[config.mk]
export PLATFORM = sky130hd
export DESIGN_NAME = tx_sched
export DESIGN_NICKNAME = d
export VERILOG_FILES = /design/src/rtl/tx_sched.sv
export SDC_FILE = /design/constraint.sdc
export NUM_CORES = 1
export LEC_CHECK = 0
export CAP_MARGIN = 30
export CORE_UTILIZATION = 40
export CTS_CLUSTER_DIAMETER = 200
export DETAILED_ROUTE_END_ITERATION = 10
export DONT_BUFFER_PORTS = 1
export PLACE_DENSITY = 0.65
export SYNTH_ARGS = -nofsm -noshare
export SYNTH_HDL_FRONTEND = slang
export SYNTH_SLANG_ARGS = --single-unit
[constraint.sdc]
create_clock -name clk -period 4.6 [get_ports clk]
set_input_delay 0.46 -clock clk [delete_from_list [all_inputs] [get_ports clk]]
set_output_delay 0.46 -clock clk [all_outputs]
set_load 0.02 [all_outputs]
[src/rtl/tx_sched.sv]
// tx_sched: round-robin arbiter between two byte sources feeding the tx serializer, with a completion budget and done-timeout watchdog.
module tx_sched #(
  parameter int DATA_W  = 8,
  parameter int CNT_W   = 32,
  parameter int TIMEOUT = 1024
) (
  input  logic              clk,
  input  logic              rst,
  input  logic              req0_valid,
  input  logic [DATA_W-1:0] req0_data,
  output logic              req0_ready,
  input  logic              req1_valid,
  input  logic [DATA_W-1:0] req1_data,
  output logic              req1_ready,
  input  logic [CNT_W-1:0]  max_tx_count,
  input  logic              count_clr,
  input  logic              tx_done,
  output logic [DATA_W-1:0] reg_data,
  output logic              tx_load,
  output logic [CNT_W-1:0]  tx_count,
  output logic              max_tx_flag,
  output logic              tmo_err,
  output logic              grant_id,
  output logic              busy
);
  localparam int WW = $clog2(TIMEOUT);
  typedef enum logic [1:0] {IDLE, LOAD, WAIT, STOP} state_t;
  state_t state, state_n;
  logic [WW-1:0] wdog;
  logic [CNT_W:0] inc;
  logic offer, accept, done, tmo, hit;
  assign offer = state == IDLE && !max_tx_flag;
  assign req0_ready = offer && req0_valid && (!req1_valid || grant_id);
  assign req1_ready = offer && req1_valid && (!req0_valid || !grant_id);
  assign accept = req0_ready || req1_ready;
  assign tx_load = state == LOAD;
  assign busy = state == LOAD || state == WAIT;
  assign done = state == WAIT && tx_done;
  // Fires on the last allowed wait cycle so tmo_err shows TIMEOUT cycles after the load pulse.
  assign tmo = state == WAIT && !tx_done && int'(wdog) == TIMEOUT - 2;
  assign inc = {1'b0, tx_count} + (CNT_W+1)'(1);
  assign hit = |max_tx_count && inc >= {1'b0, max_tx_count};
  always_ff @(posedge clk)
    if (rst) state <= IDLE;
    else state <= state_n;
  always_comb begin
    state_n = state;
    unique case (state)
      IDLE: state_n = accept ? LOAD : IDLE;
      LOAD: state_n = WAIT;
      WAIT: state_n = (done && hit && !count_clr) ? STOP : (done || tmo) ? IDLE : WAIT;
      STOP: state_n = count_clr ? IDLE : STOP;
    endcase
  end
  always_ff @(posedge clk)
    if (rst) begin
      reg_data    <= '0;
      grant_id    <= 1'b1;
      tx_count    <= '0;
      max_tx_flag <= 1'b0;
      tmo_err     <= 1'b0;
      wdog        <= '0;
    end else begin
      if (accept) begin
        reg_data <= req1_ready ? req1_data : req0_data;
        grant_id <= req1_ready;
      end
      wdog <= state == LOAD ? '0 : state == WAIT ? wdog + WW'(1) : wdog;
      if (count_clr) begin
        tx_count    <= '0;
        max_tx_flag <= 1'b0;
        tmo_err     <= 1'b0;
      end else begin
        if (done) tx_count <= inc[CNT_W] ? tx_count : inc[CNT_W-1:0];
        if (done && hit) max_tx_flag <= 1'b1;
        if (tmo) tmo_err <= 1'b1;
      end
    end
endmodule

### After elaboration in Yosys (flattened, before gate mapping)

Cells that the tools add are included.

| cells by class | value |
|---|---|
| add/subtract/negate cells | 2 |
| multiply operators | 0 |
| divide/modulo/power cells | 0 |
| order comparisons | 1 |
| eq/ne operators | 4 |
| shifts and indexed selects | 0 |
| muxes and demuxes | 6 |
| bitwise gates (word level) | 1 |
| reductions and logical operators | 27 |

Operators with widths:

| kind | count |
|---|---|
| adder 32 x 1 -> 33 bit (second input constant) | 1 |
| >= comparator 33 x 32 -> 1 bit | 1 |
| OR reduction 32 bit | 1 |
| logical AND 1 bit | 11 |
| adder 10 x 1 -> 10 bit (second input constant) | 1 |
| equality test 10 x 2 -> 1 bit (second input constant) | 1 |
| two-way mux 8 bit | 1 |
| one-hot mux 2 bit (4 select lines) | 1 |
| logical NOT 1 bit | 6 |
| two-way mux 2 bit | 3 |
| logical OR 1 bit | 5 |
| equality test 2 bit (second input constant) | 2 |
| OR reduction 2 bit | 2 |
| equality test 2 x 1 -> 1 bit (second input constant) | 1 |
| logical NOT 2 bit | 1 |
| AND reduction 2 bit | 1 |
| two-way mux 1 bit | 1 |
| NOT 1 bit | 1 |

| word-level totals | value |
|---|---|
| register bits after elaboration | 55 |
| latch bits | 0 |
| bits in writable memories | 0 |
| bits in read-only memories | 0 |
| logic and storage cells | 48 |
| memories kept | 0 |

### Longest topological paths before layout

| depth | value |
|---|---|
| depth after elaboration | 7 |
| gate-level depth with buffers | 14 |
| depth with buffers taken out | 13 |

### Least setup slack after synthesis

Ideal clock, no wire load.

| timing path | value |
|---|---|
| kind | reg2reg |
| start | reg tx_count[0] |
| end | reg state[0] |
| library setup time | 96 ps |
| data arrival time | 3,168 ps |
| data required time | 4,504 ps |
| setup slack | 1,337 ps |
| stages on the path, launching flop included | 15 |
| buffers on the path | 1 |
| clock period less this slack | 3,263 ps |
| path through | dfxtp_1 -> ha_1 -> nand3_1 -> nor4_1 -> and3_1 -> clkbuf_1 -> nand2_1 -> xnor2_1 -> ha_1 -> nand4_1 -> nor4_1 -> nand4_1 -> a41oi_1 -> a21oi_1 -> o41ai_2 |

| on the way | value |
|---|---|
| word-level cells in the longest chain between the ends | 7 |

Ends and longest elaborated chain:

| item | line | source |
|---|---|---|
| from (decl) | 20 | `output logic [CNT_W-1:0] tx_count,` |
| from (signal assigned) | 74 | `if (done) tx_count <= inc[CNT_W] ? tx_count : inc[CNT_W-1:0];` |
| adder 32 x 1 -> 33 bit | 41 | `assign inc = {1'b0, tx_count} + (CNT_W+1)'(1);` |
| via inc[28] | 30 | `logic [CNT_W:0] inc;` |
| >= comparator 33 x 32 -> 1 bit | 42 | `assign hit = \|max_tx_count && inc >= {1'b0, max_tx_count};` |
| logical AND 1 bit | 42 |  |
| logical AND 1 bit (2 in a row) | 51 | `WAIT: state_n = (done && hit && !count_clr) ? STOP : (done \|\| tmo) ? IDLE : WAIT;` |
| two-way mux 2 bit | 51 |  |
| one-hot mux 2 bit (4 select lines) | 48 | `unique case (state)` |
| to (signal assigned) | 45 | `else state <= state_n;` |
| to (decl) | 28 | `state_t state, state_n;` |

The timed path passes the listed nets, and every way through them passes these cells.
A chain may end at the register's enable or synchronous reset.

### Worst setup path after layout

Ends and elaborated chain as after synthesis.

==> run metrics <==
status finished clean; Antenna Nets Post-Route 0; number of synthesized register bits 55; TritonCTS Buffers 5; Worst Path Max Fanout 6; Pre-Repair DR Iteration Count 4; Synth top area share 28.1%; htree depth 2; CTS resizes 0; initial antenna violation count 0; Total GRT Usage 19.3%; Remaining DRCs 0; core area 9370 µm²; RSZ-0062 raised after global routing no; Max Cap Viol 0; worst slew pin tran 740 ps; Initial Utilization 41.7%; ys flop type dfxtp_1; period utilization 81.9%; largest net degree at the start of global routing 35; Final GP Congestion 0.823; Slew Viols, Final 0; total global routing overflow 0; post-synthesis cell type count 45; Die X-Extent 101 µm; DRT iter0 DRCs 116; clock transition at the registers of the reported paths 100 ps; final wirelength 9.62 mm; Post-synth EDFFs 0; Root Driver clkbuf_8; maximum clock frequency 265 MHz; worst min path class primary input to register; Layout area overhead 6.17%; global-route wire length before repair 15.3 mm; die height 101 µm; die area 10200 µm²; Final Skew 11.2 ps; CTS tree built; top post-synthesis cells by count nor2_1 (59), nand2_1 (56), dfxtp_1 (55); detailed-route via count 3358; drt via density 5.39; asr flop ratio synth 0%; endpoints failing setup 0; antenna fix cells 0; maximum vdd drop 141 µV; DP Wirelength 7.43 mm; Port Buffer Count 0; Avg WL per Cell 15.4 µm; min cycle time layout 3770 ps; Crit. End Element register; Slew HR 50.7%; PD cells 254 nW/µm²; crit path DAT 3990 ps; Clk Latency, worst-skew pair 320 ps; total nets after synthesis 596; synthesized area 3910 µm²; most common cell in the synthesized netlist nor2_1; post-synth top area cell dfxtp_1; total negative slack 0 ps; synthesized area per cell 7.79 µm²; fin nets 587; register area share after synthesis 28.1%; Hold-fix buffers, CTS 0; Critical Path Start Type register; max incr delay on CP 550 ps; crit path cell chain ha_1 -> nand3_1 -> nor4_1 -> and3_1 -> nand2_1 -> xnor2_1 -> ha_1 -> nand4_1 -> nor4_1 -> nand4_1 -> a41oi_1 -> a21oi_1 -> o41ai_2; Clock Sinks 55; Core Rows 35; Fin. Hold Viols 0; Leak Pwr 1.70 nW; deepest clock path buffer count 2; number of global-route vias before repair 3108; CP max stage cell dfxtp_1; Post-Synthesis Cells 502; synth warn 0; IO Pins 101; Hold Slack 207 ps; Setup Fix Bufs, Post-CTS 0; kind of critical path register to register; share of post-route cells with drive strength above 1 4.66%; top cells by area, synth dfxtp_1 (28%), ha_1 (13%), xor2_1 (9.6%); CP required 4820 ps
## critical path, delay by kind of cell (launching register included)
kind | cells | cell delay [ps]
DFF | 1 | 550
xor gates and xnor gates | 1 | 160
adders and majority gates | 2 | 600
AOI/OAI and AO/OA | 3 | 550
and+or+nand+nor | 7 | 1820
## worst paths after layout
kind | cells after the start | startpoint | endpoint | slack (ps)
hold reg to reg | 2 | wdog[9] | wdog[9] | 500
setup reg to reg | 13 | tx_count[0] | state[0] | 830
hold / removal | 1 | rst | reg_data[6] | 210
setup / recovery | 13 | tx_count[0] | state[0] | 830
## stage by stage
stage               std cells  setup WS [ps]  utilization [%]  area, µm²  power [mW]
global placement          615           1010             42.9       4020       0.677
detailed placement        615            840             42.9       4020       0.681
CTS                       623            804             44.3       4150        1.07
finish                    623            831             44.3       4150        1.06
global route              623            463             44.3       4150        1.11
floorplan                 502           1340                -       3910       0.655
## final cells by class
cell class	count	area (µm²)
fillers	956	5220
multi-input cells	383	2560
flip-flops and latches	55	1100
inverters	44	165
well taps	129	161
clock buffers	6	72.6
clock inverters	2	60.1
repair buffers	4	30.0
## power breakdown
group,switching [mW],internal (mW),total [mW]
clock network,0.168,0.218,0.386
registers,0.0348,0.496,0.531
logic,0.0931,0.0464,0.140
total,0.296,0.760,1.06
## layout by cell type, fill, tap and decap left out, types with 2 or more instances in the layout
master,instances
nand3b_1,4
nand4_1,27
xnor2_1,21
dfxtp_1,55
a21oi_1,22
inv_1,43
a21o_1,2
or2_2,3
and3_1,7
a311oi_1,8
nor2_1,59
nand2b_1,3
clkbuf_8,5
buf_4,4
bufinv_16,2
nand4b_1,2
nor4_1,12
nor3_1,5
xor2_1,43
nand2_1,56
nor2b_1,3
and2_1,2
nand3_1,26
or3_1,6
o21ai_0,14
ha_1,40
## registers in the layout (all words and copies together), names as in the netlist
| register | cells |
|---|---|
| reg_data | 8 |
| grant_id | 1 |
| tmo_err | 1 |
| wdog | 10 |
| state | 2 |
| tx_count | 32 |
| max_tx_flag | 1 |
## routing by layer
metal,GRT usage (%),part of all wire (%),vias up
met5,0,0,-
met4,5.24,1.2,0
met3,5.96,8.3,10
met2,32.1,47,111
met1,23.9,44,1536
li1,-,-,1701
## cells by family after synthesis
kind of cell | Yosys count | share of synthesized area (%)
DFF | 55 | 28.1
adders and majority gates | 40 | 12.8
AOI/OAI and AO/OA | 56 | 9.18
xor gates and xnor gates | 64 | 14.3
buffers and inverters | 64 | 6.33
and+or+nand+nor | 223 | 29.2
Power figures use the tool's default switching activity.
